$ cat src/rtl/boreal_weight_bus_arbiter.sv
// boreal_weight_bus_arbiter: shares the weight RAM port between host and learner with bounded starvation and a learning freeze gate
// Ports:
//   clk, rst_n                       clock, asynchronous active-low reset
//   host_req/we/addr/wdata -> gnt    host request, combinational grant
//   host_rvalid/rdata                host read return (one-cycle pulse)
//   lrn_*                            learner port, same meaning as host_*
//   freeze_set/freeze_clr -> frozen  learning gate (set wins on collision)
//   mem_we/addr/din, mem_dout        registered RAM port, read data RD_LAT cycles after address
//   busy                             any read tag still in flight
module boreal_weight_bus_arbiter #(
   parameter int ADDR_W          = 10,
   parameter int DATA_W          = 32,
   parameter int RD_LAT          = 1,
   parameter int STARVE_MAX      = 16,
   parameter bit FREEZE_ON_RESET = 1'b0
) (
   input  logic              clk,
   input  logic              rst_n,
   input  logic              host_req,
   input  logic              host_we,
   input  logic [ADDR_W-1:0] host_addr,
   input  logic [DATA_W-1:0] host_wdata,
   output logic              host_gnt,
   output logic              host_rvalid,
   output logic [DATA_W-1:0] host_rdata,
   input  logic              lrn_req,
   input  logic              lrn_we,
   input  logic [ADDR_W-1:0] lrn_addr,
   input  logic [DATA_W-1:0] lrn_wdata,
   output logic              lrn_gnt,
   output logic              lrn_rvalid,
   output logic [DATA_W-1:0] lrn_rdata,
   input  logic              freeze_set,
   input  logic              freeze_clr,
   output logic              frozen,
   output logic              mem_we,
   output logic [ADDR_W-1:0] mem_addr,
   output logic [DATA_W-1:0] mem_din,
   input  logic [DATA_W-1:0] mem_dout,
   output logic              busy
);
   localparam logic [7:0] SMAX = 8'(STARVE_MAX);
   logic [7:0]      starve_cnt;
   logic            lrn_eligible;
   logic            rd_gnt;
   logic [RD_LAT:0] tag_v;
   logic [RD_LAT:0] tag_s;
   assign lrn_eligible = lrn_req & ~frozen;
   // learner wins when starved out, or whenever the host is idle; grants are held off during reset
   assign lrn_gnt  = rst_n & lrn_eligible & ((starve_cnt == SMAX) | ~host_req);
   assign host_gnt = rst_n & host_req & ~lrn_gnt;
   assign rd_gnt   = host_gnt ? ~host_we : lrn_gnt & ~lrn_we;
   assign busy     = |tag_v;
   always_ff @(posedge clk or negedge rst_n) begin
      if (!rst_n) begin
         starve_cnt  <= '0;
         frozen      <= FREEZE_ON_RESET;
         mem_we      <= 1'b0;
         mem_addr    <= '0;
         mem_din     <= '0;
         tag_v       <= '0;
         tag_s       <= '0;
         host_rvalid <= 1'b0;
         lrn_rvalid  <= 1'b0;
         host_rdata  <= '0;
         lrn_rdata   <= '0;
      end else begin
         frozen     <= freeze_set | (frozen & ~freeze_clr);
         starve_cnt <= (lrn_gnt | ~lrn_eligible) ? '0
                     : (host_gnt && starve_cnt != SMAX) ? starve_cnt + 8'd1 : starve_cnt;
         mem_we     <= host_gnt ? host_we : lrn_gnt & lrn_we;
         if (host_gnt | lrn_gnt) begin
            mem_addr <= host_gnt ? host_addr : lrn_addr;
            mem_din  <= host_gnt ? host_wdata : lrn_wdata;
         end
         // tag stage RD_LAT lines up with the cycle mem_dout holds that read's data
         tag_v       <= {tag_v[RD_LAT-1:0], rd_gnt};
         tag_s       <= {tag_s[RD_LAT-1:0], lrn_gnt};
         host_rvalid <= tag_v[RD_LAT] & ~tag_s[RD_LAT];
         lrn_rvalid  <= tag_v[RD_LAT] & tag_s[RD_LAT];
         if (tag_v[RD_LAT] & ~tag_s[RD_LAT]) host_rdata <= mem_dout;
         if (tag_v[RD_LAT] & tag_s[RD_LAT]) lrn_rdata <= mem_dout;
      end
   end
endmodule

$ cat config.mk
export PLATFORM = sky130hd
export DESIGN_NAME = boreal_weight_bus_arbiter
export DESIGN_NICKNAME = d
export VERILOG_FILES = /design/src/rtl/boreal_weight_bus_arbiter.sv
export SDC_FILE = /design/constraint.sdc
export NUM_CORES = 1
export LEC_CHECK = 0
export ABC_AREA = 1
export BUFFER_PORTS_ARGS = -buffer_cell sky130_fd_sc_hd__buf_2
export CAP_MARGIN = 10
export CELL_PAD_IN_SITES_DETAIL_PLACEMENT = 1
export CELL_PAD_IN_SITES_GLOBAL_PLACEMENT = 2
export CORE_ASPECT_RATIO = 0.8
export CORE_MARGIN = 1.5
export CORE_UTILIZATION = 28
export DETAILED_ROUTE_END_ITERATION = 8
export HOLD_SLACK_MARGIN = 0.1
export PLACE_DENSITY = 0.88
export SLEW_MARGIN = 20
export SYNTH_ARGS = -nofsm -noshare
export SYNTH_HDL_FRONTEND = slang
export SYNTH_SLANG_ARGS = --single-unit
export TNS_END_PERCENT = 20
$ cat constraint.sdc
create_clock -name clk -period 2.42 [get_ports clk]
set_input_delay 0.242 -clock clk [delete_from_list [all_inputs] [get_ports clk]]
set_output_delay 0.242 -clock clk [all_outputs]
set_load 0.05 [all_outputs]
=== Word level (Yosys, flattened, before mapping) ===
Cells that the tools add are included.
W data, S select, Z words.

* Bits in registers: 122
* Input port bits: 124
* Logic and storage cells: 45

* Add/subtract/negate cells: 1
* Equal/unequal tests: 2
* Multiplexer cells: 6
* Bitwise operators: 22
* Reduce and logical (&&, ||, !) cells: 3

{| class="wikitable"
|+ Operators by type and width
! cell !! count
|-
| $mux W32 || 1
|-
| $mux W8 || 2
|-
| $and A1 B1 Y1 || 10
|-
| $mux W10 || 1
|-
| $add A8 B1 Y8 const B || 1
|-
| $eq A8 B5 Y1 const B || 1
|-
| $ne A8 B5 Y1 const B || 1
|-
| $not A1 Y1 || 8
|-
| $or A1 B1 Y1 || 4
|-
| $mux W1 || 2
|-
| $reduce_bool A2 Y1 || 1
|-
| $reduce_or A2 Y1 || 1
|-
| $logic_and A1 B1 Y1 || 1
|}

=== Longest topological paths before layout ===
Gate-level depths: netlist of the first run.

* Depth after elaboration: 9
* Mapped depth: 11

=== Worst setup path after synthesis of the first run ===
Ideal clock, no wire load.

* Kind: register to output
* From: register frozen
* To: output host_gnt
* Data arrival time: 1.504 ns
* Data required time: 2.178 ns
* Path slack: 0.674 ns
* Stages on the path, launching flop included: 8
* Path buffers: 1
* Cell sequence: dfrtp_1 > nor2_4 > nand2_2 > inv_2 > nand2_4 > buf_6 > nand2_1 > inv_1

* Longest elaborated chain between the ends: 6

{| class="wikitable"
|+ RTL lines
! what !! line !! text
|-
| start: declaration || 35 || <nowiki>output logic frozen,</nowiki>
|-
| start signal: assignment || 68 || <nowiki>frozen <= freeze_set | (frozen & ~freeze_clr);</nowiki>
|-
| $not A1 Y1 || 48 || <nowiki>assign lrn_eligible = lrn_req & ~frozen;</nowiki>
|-
| $and A1 B1 Y1 || 48 ||
|-
| $and A1 B1 Y1 (2 in a row) || 50 || <nowiki>assign lrn_gnt = rst_n & lrn_eligible & ((starve_cnt == SMAX) | ~host_req);</nowiki>
|-
| $not A1 Y1 || 51 || <nowiki>assign host_gnt = rst_n & host_req & ~lrn_gnt;</nowiki>
|-
| $and A1 B1 Y1 || 51 ||
|-
| end: declaration || 23 || <nowiki>output logic host_gnt,</nowiki>
|}

Every way passes these cells.

=== Final worst setup path of the first run ===
* From: register starve_cnt[0]
* To: output lrn_gnt

* Longest elaborated chain between the ends: 3

{| class="wikitable"
|+ RTL lines
! what !! line !! text
|-
| start: declaration || 43 || <nowiki>logic [7:0] starve_cnt;</nowiki>
|-
| start signal: assignment || 69 || <nowiki>starve_cnt <= (lrn_gnt | ~lrn_eligible) ? '0</nowiki>
|-
| $eq A8 B5 Y1 || 50 ||
|-
| $or A1 B1 Y1 || 50 ||
|-
| $and A1 B1 Y1 || 50 ||
|-
| end: declaration || 30 || <nowiki>output logic lrn_gnt,</nowiki>
|}

Every way passes these cells.

==> impl_metrics.tcl, run 1 <==
set metrics [dict create \
    period_share_pct 93.5 \
    netlist_instances 574 \
    path_class "reg2out" \
    relSlewSlack_pct 47.5 \
    crit_family "simple AND/OR/NAND/NOR gates" \
    path_clk_slew_ns 0.06 \
    io_pins 237 \
    r2r_slack_ns 0.22 \
    fp.dieW_um 156 \
    timing.rr.end "mem_we" \
    post_cts_buffers 0 \
    first_global_vias 5823 \
    fp-row-count 44 \
    crit_path_max_incr_delay_ns 0.41 \
    arrival_ns 2.02 \
    wl_per_cell_um 16.6 \
    place_congestion 0.758 \
    synth.most_common_cell "nand2_1" \
    syn_avg_cell_area_um2 9.08 \
    yosys_warnings 0 \
    worst_hold_path_type "in2reg" \
    cts_buffer_depth 2 \
    finalHoldViolations 0 \
    async_flop_share_pct 100 \
    cts.root.buffer_cell "clkbuf_16" \
    synth-edff-count 0 \
    start_util_pct 28.7 \
    num_vias 5352 \
    drt_iter0_markers 264 \
    path_buf_inv 3 \
    worst_setup_path_start_kind "flip-flop" \
    dieArea_um2 19400 \
    cap_violations 0 \
    worst_path_max_delay_cell "dfrtp_1" \
    critical_path_depth 9 \
    synth_seq_cells 122 \
    drtPass1Iterations 4 \
    area_growth_pct 59.4 \
    finalMaxSlewViolations 0 \
    clock_latency_ns 0.41 \
    hold_depth 3 \
    synth_top_area_cell "dfrtp_1" \
    timing.hold.ws_ns 0.115 \
    htreeDepth 4 \
    grt_max_degree 66 \
    grt.overflow.total 0 \
    critPathRequiredTime_ns 2.18 \
    yosysUniqueCellTypes 26 \
    cp_common_cell "nand2_4" \
    cts_buffers 17 \
    antenna_found_initial 3 \
    core_um2 18200 \
    dpl.cell_count 1017 \
    synth_flop_cell "dfrtp_1" \
    skew_ns 0.00693 \
    finalSetupViolations 0 \
    synthTopCellsByCount "nand2_1, dfrtp_1, nand3_1" \
    fmax_ghz 0.442 \
    drive_gt1_share_pct 33.9 \
    hp-start "mem_dout[1]" \
    synthTopCellsByArea "dfrtp_1, nand2_1, nand3_1" \
    hold_end "host_rdata[1]" \
    synth_top_area_share_pct 58.6 \
    dp_slack_ns 0.308 \
    powerDensity_nw_per_um2 891 \
    grt_pass1_wl_um 31300 \
    routed_wl_um 19300 \
    ant_nets 0 \
    syn_area_um2 5210 \
    fin_nets 1044 \
    worst_pin_slew_ns 0.788 \
    io_buffer_count 236 \
    end_kind "primary output" \
    ir_worst_vdd_v 0.000383 \
    stdcell_count 1164 \
    cts_tree "built" \
    status "completed" \
    r2r-start "starve_cnt[0]" \
    synth_nets 700 \
    hpwl_um 11300 \
    viasPerCell 4.60 \
    rsz0062_at_grt "no" \
    min_period_ns 2.26 \
    grtUsageTotal_pct 20.7 \
    path_max_fanout 25 \
    ys_seq_area_share_pct 58.6 \
    r2r_cells 11 \
    remaining_drc_errors 0 \
    setup_ws_ns 0.157 \
    path_cells "inv_1, ha_1, nand2_2, nor2_4, nand2_4, nand2_4, nand2_8, inv_8, buf_4" \
    cts.sinks 122 \
    p_leak_uw 0.00434 \
    setup_tns_ns 0 \
    die_h_um 125 \
]
-- power by group --
| group | switching, µW | leakage, µW | internal [µW] |
|---|---|---|---|
| clock network | 975 | 0.000273 | 1520 |
| registers | 183 | 0.00147 | 2370 |
| logic | 1740 | 0.00259 | 611 |
-- cells by family after synthesis --
logic type,after synthesis,synth area share [%]
AND/OR/NAND/NOR,292,26.6
flip-flops,122,58.6
buffers and inverters,87,7.52
AO/OA/AOI/OAI,71,6.87
adder cells (fa/ha/maj),2,0.480
-- layer usage --
| layer | routed length (µm) | vias up | track usage, % |
|---|---|---|---|
| li1 | - | 2532 | - |
| met1 | 8160 | 2552 | 24.7 |
| met2 | 9040 | 219 | 33.8 |
| met3 | 1370 | 49 | 6.48 |
| met4 | 700 | 0 | 9.86 |
| met5 | 0 | - | 0 |
-- per-stage QoR --
step	cell area, µm²	util, %	total power [µW]
2_1_floorplan	5210	-	4110
3_3_place_gp	6580	36.2	4720
3_5_place_dp	6580	36.2	4760
4_1_cts	8290	45.6	7460
5_1_grt	8310	45.7	7730
6_report	8310	45.7	7410
-- what timing repair did --
action,in CTS,in global routing
setup endpoints to repair,1,3
hold buffers,112,0
endpoints found under the hold margin,87,0
gates resized for setup,2,3
cloned,0,0
-- worst max-delay path by stage --
stage                              from       end  slack, ns
final                     starve_cnt[0]   lrn_gnt       0.16
after global placement    starve_cnt[0]  tag_v[0]       0.38
after detailed placement  starve_cnt[0]  tag_v[0]       0.31
after global routing      starve_cnt[0]   lrn_gnt       0.03
after floorplan                  frozen  host_gnt       0.67
after CTS                 starve_cnt[0]   lrn_gnt       0.04
-- registers in the layout (all words and copies together), names as in the netlist --
signal	cells
host_rdata	32
lrn_rdata	32
tag_v	2
tag_s	2
starve_cnt	8
lrn_rvalid	1
mem_we	1
mem_addr	10
host_rvalid	1
frozen	1
mem_din	32
-- final cells by class --
type / count / area, µm²
flip-flops and latches: 122 / 3050
inverters: 55 / 214
repair buffers: 357 / 2390
clock buffers: 18 / 429
clock inverters: 14 / 149
multi-input cells: 365 / 1780
well taps: 230 / 288
diodes: 3 / 7.51
fillers: 2177 / 9860
-- placed cells by master (no fill, tap or decap), drive strengths merged --
cell / instances
buf: 244
nand2: 178
dfrtp: 122
dlygate4sd3: 112
nand3: 90
o21ai: 68
inv: 57
clkbuf: 19
nor2: 13
nand4: 8
clkinv: 6
clkinvlp: 4
diode: 3
nor3: 2
a21oi: 2
ha: 2
bufinv: 2
or2: 1
o21bai: 1
-- worst min-delay path, stage by stage --
cell	delay, ns
buf_2	0.10
inv_1	0.06
o21ai_0	0.08
(Power assumes the default switching activity.)
==> run 2: changes to the inputs <==
--- a/config.mk
+++ b/config.mk
@@ -10,7 +10,6 @@
 export CAP_MARGIN = 10
 export CELL_PAD_IN_SITES_DETAIL_PLACEMENT = 1
 export CELL_PAD_IN_SITES_GLOBAL_PLACEMENT = 2
-export CORE_ASPECT_RATIO = 0.8
 export CORE_MARGIN = 1.5
 export CORE_UTILIZATION = 28
 export DETAILED_ROUTE_END_ITERATION = 8
==> impl_metrics.tcl, run 2 (same netlist as run 1, synthesis figures left out) <==
set metrics [dict create \
    powerDensity_nw_per_um2 901 \
    cts_buffers 17 \
    cts_tree "built" \
    path_clk_slew_ns 0.05 \
    fp-row-count 49 \
    grtUsageTotal_pct 20.3 \
    grt_pass1_wl_um 31200 \
    violations "DRC" \
    min_period_ns 2.28 \
    critPathRequiredTime_ns 2.18 \
    wl_per_cell_um 16.2 \
    r2r-start "starve_cnt[0]" \
    htreeDepth 4 \
    cts_buffer_depth 2 \
    ant_nets 0 \
    p_leak_uw 0.00436 \
    dpl-instance-area_um2 6620 \
    worst_path_max_delay_cell "dfrtp_1" \
    cp-startpoint "starve_cnt[0]" \
    worst_pin_slew_ns 0.563 \
    io_buffer_count 236 \
    fin_util_pct 46.3 \
    drt_iter0_markers 205 \
    path_max_fanout 19 \
    cts.root.buffer_cell "clkbuf_16" \
    total_power_uw 7540 \
    fill_cells 2167 \
    fp.dieW_um 139 \
    cap_violations 0 \
    start_util_pct 28.8 \
    status "finished with violations" \
    crit_path_max_incr_delay_ns 0.41 \
    mostFrequentLayoutCell "buf_2" \
    drive_gt1_share_pct 34.0 \
    hpwl_um 11400 \
    design_area_um2 8370 \
    dieArea_um2 19400 \
    dp_slack_ns 0.467 \
    num_vias 5306 \
    path_class "reg2out" \
    grt_max_degree 100 \
    hp-start "mem_dout[9]" \
    first_global_vias 6050 \
    cts.sinks 122 \
    relSlewSlack_pct 62.5 \
    period_share_pct 94.1 \
    finalMaxSlewViolations 0 \
    place_congestion 0.771 \
    setup_tns_ns 0 \
    worst_hold_path_type "in2reg" \
    antenna_found_initial 3 \
    routed_wl_um 18800 \
    clock_latency_ns 0.41 \
    top_regs "host_rdata x32, lrn_rdata x32, mem_din x32" \
    rsz0062_at_grt "yes" \
    path_cells "inv_1, ha_1, nand2_2, nor2_4, nand2_4, nand2_4, nand2_8, nand2_2, inv_1, clkbuf_4" \
    grt.overflow.total 0 \
    viasPerCell 4.58 \
    end_kind "primary output" \
    layout_common_cells "buf_2, nand2_1, dfrtp_1" \
    core_um2 18100 \
    finalHoldViolations 0 \
    fmax_ghz 0.439 \
    io_pins 237 \
    die_h_um 139 \
    drtPass1Iterations 8 \
    setup_ws_ns 0.144 \
    area_growth_pct 60.5 \
    skew_ns 0.0111 \
    ir_worst_vdd_v 0.000473 \
    remaining_drc_errors 17 \
    arrival_ns 2.03 \
    finalSetupViolations 0 \
    worst_setup_path_start_kind "flip-flop" \
    fin_nets 1041 \
]
==> run 2: repair_timing <==
action / in CTS / in global routing
endpoints found under the hold margin: 102 / 0
buffers inserted: 0 / 0
setup endpoints to repair: 2 / 2
pin swaps: 0 / 0
hold buffers: 110 / 0
gates resized for setup: 2 / 4
==> run 2: routing by layer <==
layer | track usage, % | vias to the layer above | wire [µm]
met3 | 5.68 | 44 | 1290
met2 | 34.7 | 196 | 9280
met5 | 0 | - | 0
met1 | 23.8 | 2533 | 7710
met4 | 8.51 | 0 | 487
li1 | - | 2533 | -
==> run 2: area by class of cell <==
type / instances / area [µm²] / area share [%]
Antenna cell: 3 / 7.51 / 0.0897
Clock buffer: 21 / 470 / 5.62
Clock inverter: 10 / 140 / 1.68
Inverter: 55 / 211 / 2.53
Multi-Input combinational cell: 365 / 1780 / 21.3
Sequential cell: 122 / 3050 / 36.5
Tap cell: 229 / 287 / 3.43
Timing Repair Buffer: 354 / 2420 / 28.9
==> run 2: path summary, 6_finish.rpt <==
| check | end | slack (ns) | depth (start not counted) |
|---|---|---|---|
| max in group asynchronous | mem_din[13] | 1.23 | 3 |
| min reg2reg | tag_s[1] | 0.36 | 0 |
| min | lrn_rdata[9] | 0.12 | 3 |
| min in group asynchronous | mem_din[9] | 0.31 | 2 |
| max reg2reg | mem_addr[1] | 0.18 | 11 |
| max | host_gnt | 0.14 | 10 |
==> run 2: power breakdown <==
part,switching [µW],internal [µW],leakage [µW]
sequential,182,2370,0.00147
combinational,1740,613,0.00260
clock,929,1700,0.000292
==> run 2: through the flow <==
step,std cells,hold WS (ns)
3_5_place_dp,1015,0.206
6_report,1159,0.117
3_3_place_gp,1015,0.204
5_1_grt,1159,0.109
2_1_floorplan,574,-0.0536
4_1_cts,1156,0.100
==> run 2: critical path: cells and delay by family, from the launching register on <==
kind                     cells  cell delay [ns]
adder cells (fa/ha/maj)      1             0.17
buffers and inverters        3             0.35
flip-flops                   1             0.41
AND/OR/NAND/NOR              6             0.68
==> run 3: changes to the inputs <==
--- a/config.mk
+++ b/config.mk
@@ -6,7 +6,7 @@
 export NUM_CORES = 1
 export LEC_CHECK = 0
 export ABC_AREA = 1
-export BUFFER_PORTS_ARGS = -buffer_cell sky130_fd_sc_hd__buf_2
+export BUFFER_PORTS_ARGS = -buffer_cell sky130_fd_sc_hd__clkbuf_2
 export CAP_MARGIN = 10
 export CELL_PAD_IN_SITES_DETAIL_PLACEMENT = 1
 export CELL_PAD_IN_SITES_GLOBAL_PLACEMENT = 2
==> impl_metrics.tcl, run 3 (same netlist as run 1, synthesis figures left out) <==
set metrics [dict create \
    p_leak_uw 0.00443 \
    clock_latency_ns 0.41 \
    cts.root.buffer_cell "clkbuf_16" \
    path_class "reg2out" \
    arrival_ns 2.01 \
    violations "DRC" \
    finalHoldViolations 0 \
    fin_nets 1052 \
    fmax_ghz 0.443 \
    fp-row-count 49 \
    dpl.cell_count 1017 \
    core_um2 18100 \
    setup_ws_ns 0.163 \
    finalSetupViolations 0 \
    cp_common_cell "nand2_4" \
    drive_gt1_share_pct 33.9 \
    die_h_um 139 \
    relSlewSlack_pct 39.7 \
    layout_common_cells "clkbuf_2, nand2_1, dfrtp_1" \
    path_cells "inv_1, ha_1, nand2_2, nor2_4, nand2_4, nand2_4, nand2_8, clkinv_8, clkbuf_4" \
    total_power_uw 7600 \
    r2r_cells 11 \
    critPathRequiredTime_ns 2.18 \
    worst_hold_path_type "in2reg" \
    worst_setup_path_start_kind "flip-flop" \
    ant_nets 0 \
    cts_buffer_depth 2 \
    viasPerCell 4.59 \
    setup_tns_ns 0 \
    cts_buffers 17 \
    num_vias 5374 \
    routed_wl_um 19200 \
    start_util_pct 28.8 \
    timing.rr.end "mem_we" \
    stdcell_count 1170 \
    skew_ns 0.0109 \
    drtPass1Iterations 8 \
    path_clk_slew_ns 0.06 \
    dp_slack_ns 0.329 \
    finalMaxSlewViolations 0 \
    area_growth_pct 62.1 \
    hold_depth 3 \
    grt.overflow.total 0 \
    io_pins 237 \
    cts.sinks 122 \
    path_max_fanout 24 \
    first_global_vias 6017 \
    drt_iter0_markers 221 \
    dieArea_um2 19400 \
    cts_tree "built" \
    worst_pin_slew_ns 0.904 \
    crit_path_max_incr_delay_ns 0.40 \
    mostFrequentLayoutCell "clkbuf_2" \
    fp.dieW_um 139 \
    r2r_slack_ns 0.23 \
    antenna_found_initial 2 \
    remaining_drc_errors 16 \
    grtUsageTotal_pct 20.5 \
    hp-start "mem_dout[3]" \
    hold_end "lrn_rdata[3]" \
    grt_pass1_wl_um 31400 \
    wl_per_cell_um 16.4 \
    timing.hold.ws_ns 0.119 \
    worst_path_max_delay_cell "dfrtp_1" \
    status "finished with violations" \
    cap_violations 0 \
    place_congestion 0.771 \
    rsz0062_at_grt "no" \
    r2r-start "starve_cnt[0]" \
    grt_max_degree 69 \
    io_buffer_count 236 \
    hpwl_um 11600 \
    period_share_pct 93.3 \
    top_regs "host_rdata x32, lrn_rdata x32, mem_din x32" \
    ir_worst_vdd_v 0.000429 \
    powerDensity_nw_per_um2 899 \
    min_period_ns 2.26 \
    end_kind "primary output" \
    htreeDepth 4 \
]
==> run 3: cell count changes in the layout (fill, tap and decap cells not counted), moves of 3 or more <==
cell and change:
buf_12 -3, buf_2 -233, buf_4 +5, clkbuf_2 +233, dlygate4sd3_1 +9
==> run 3: final cells by class <==
type	count	area (µm²)
antenna	2	5.00
clock buffer	20	467
clock inverter	12	160
fill	2153	9640
inverter	55	219
multi-input combinational	365	1780
sequential	122	3050
tap	229	287
timing repair buffer	365	2480
==> run 3: metal layers <==
layer / global-route usage [%] / wire length [µm] / vias up
li1: - / - / 2548
met1: 23.9 / 7610 / 2587
met2: 36.0 / 9930 / 197
met3: 5.26 / 1210 / 42
met4: 7.95 / 460 / 0
met5: 0 / 0 / -
==> run 3: worst max-delay path by stage <==
stage,end,slack [ns],from
global route,host_gnt,0.01,starve_cnt[0]
global placement,tag_v[0],0.38,starve_cnt[0]
floorplan,host_gnt,0.67,frozen
finish,lrn_gnt,0.16,starve_cnt[0]
CTS,lrn_gnt,0.002,starve_cnt[0]
detailed placement,tag_v[0],0.33,starve_cnt[0]
==> run 3: repair_timing <==
item,4_1_cts,5_1_grt
gates resized for setup,2,5
buffers inserted,0,0
endpoints found under the hold margin,110,0
setup endpoints to repair,1,3
hold buffers,119,0
==> run 3: per-stage QoR <==
| step | area (µm²) | util [%] |
|---|---|---|
| after floorplan | 5210 | - |
| after global placement | 6600 | 36.5 |
| after detailed placement | 6600 | 36.5 |
| after CTS | 8420 | 46.6 |
| after global routing | 8450 | 46.7 |
| final | 8450 | 46.7 |
==> run 3: worst max-delay path: cells and delay by family, from the launching register on <==
| kind | cells | cell delay, ns |
|---|---|---|
| buf+inv | 3 | 0.48 |
| flops | 1 | 0.40 |
| fa+ha+maj | 1 | 0.16 |
| simple gates | 5 | 0.55 |
==> run 3: where the power goes <==
| part | internal [µW] | leakage (µW) | total [µW] | switching (µW) |
|---|---|---|---|---|
| logic | 590 | 0.00266 | 2340 | 1750 |
| registers | 2370 | 0.00147 | 2570 | 193 |
| clock network | 1710 | 0.000296 | 2690 | 982 |
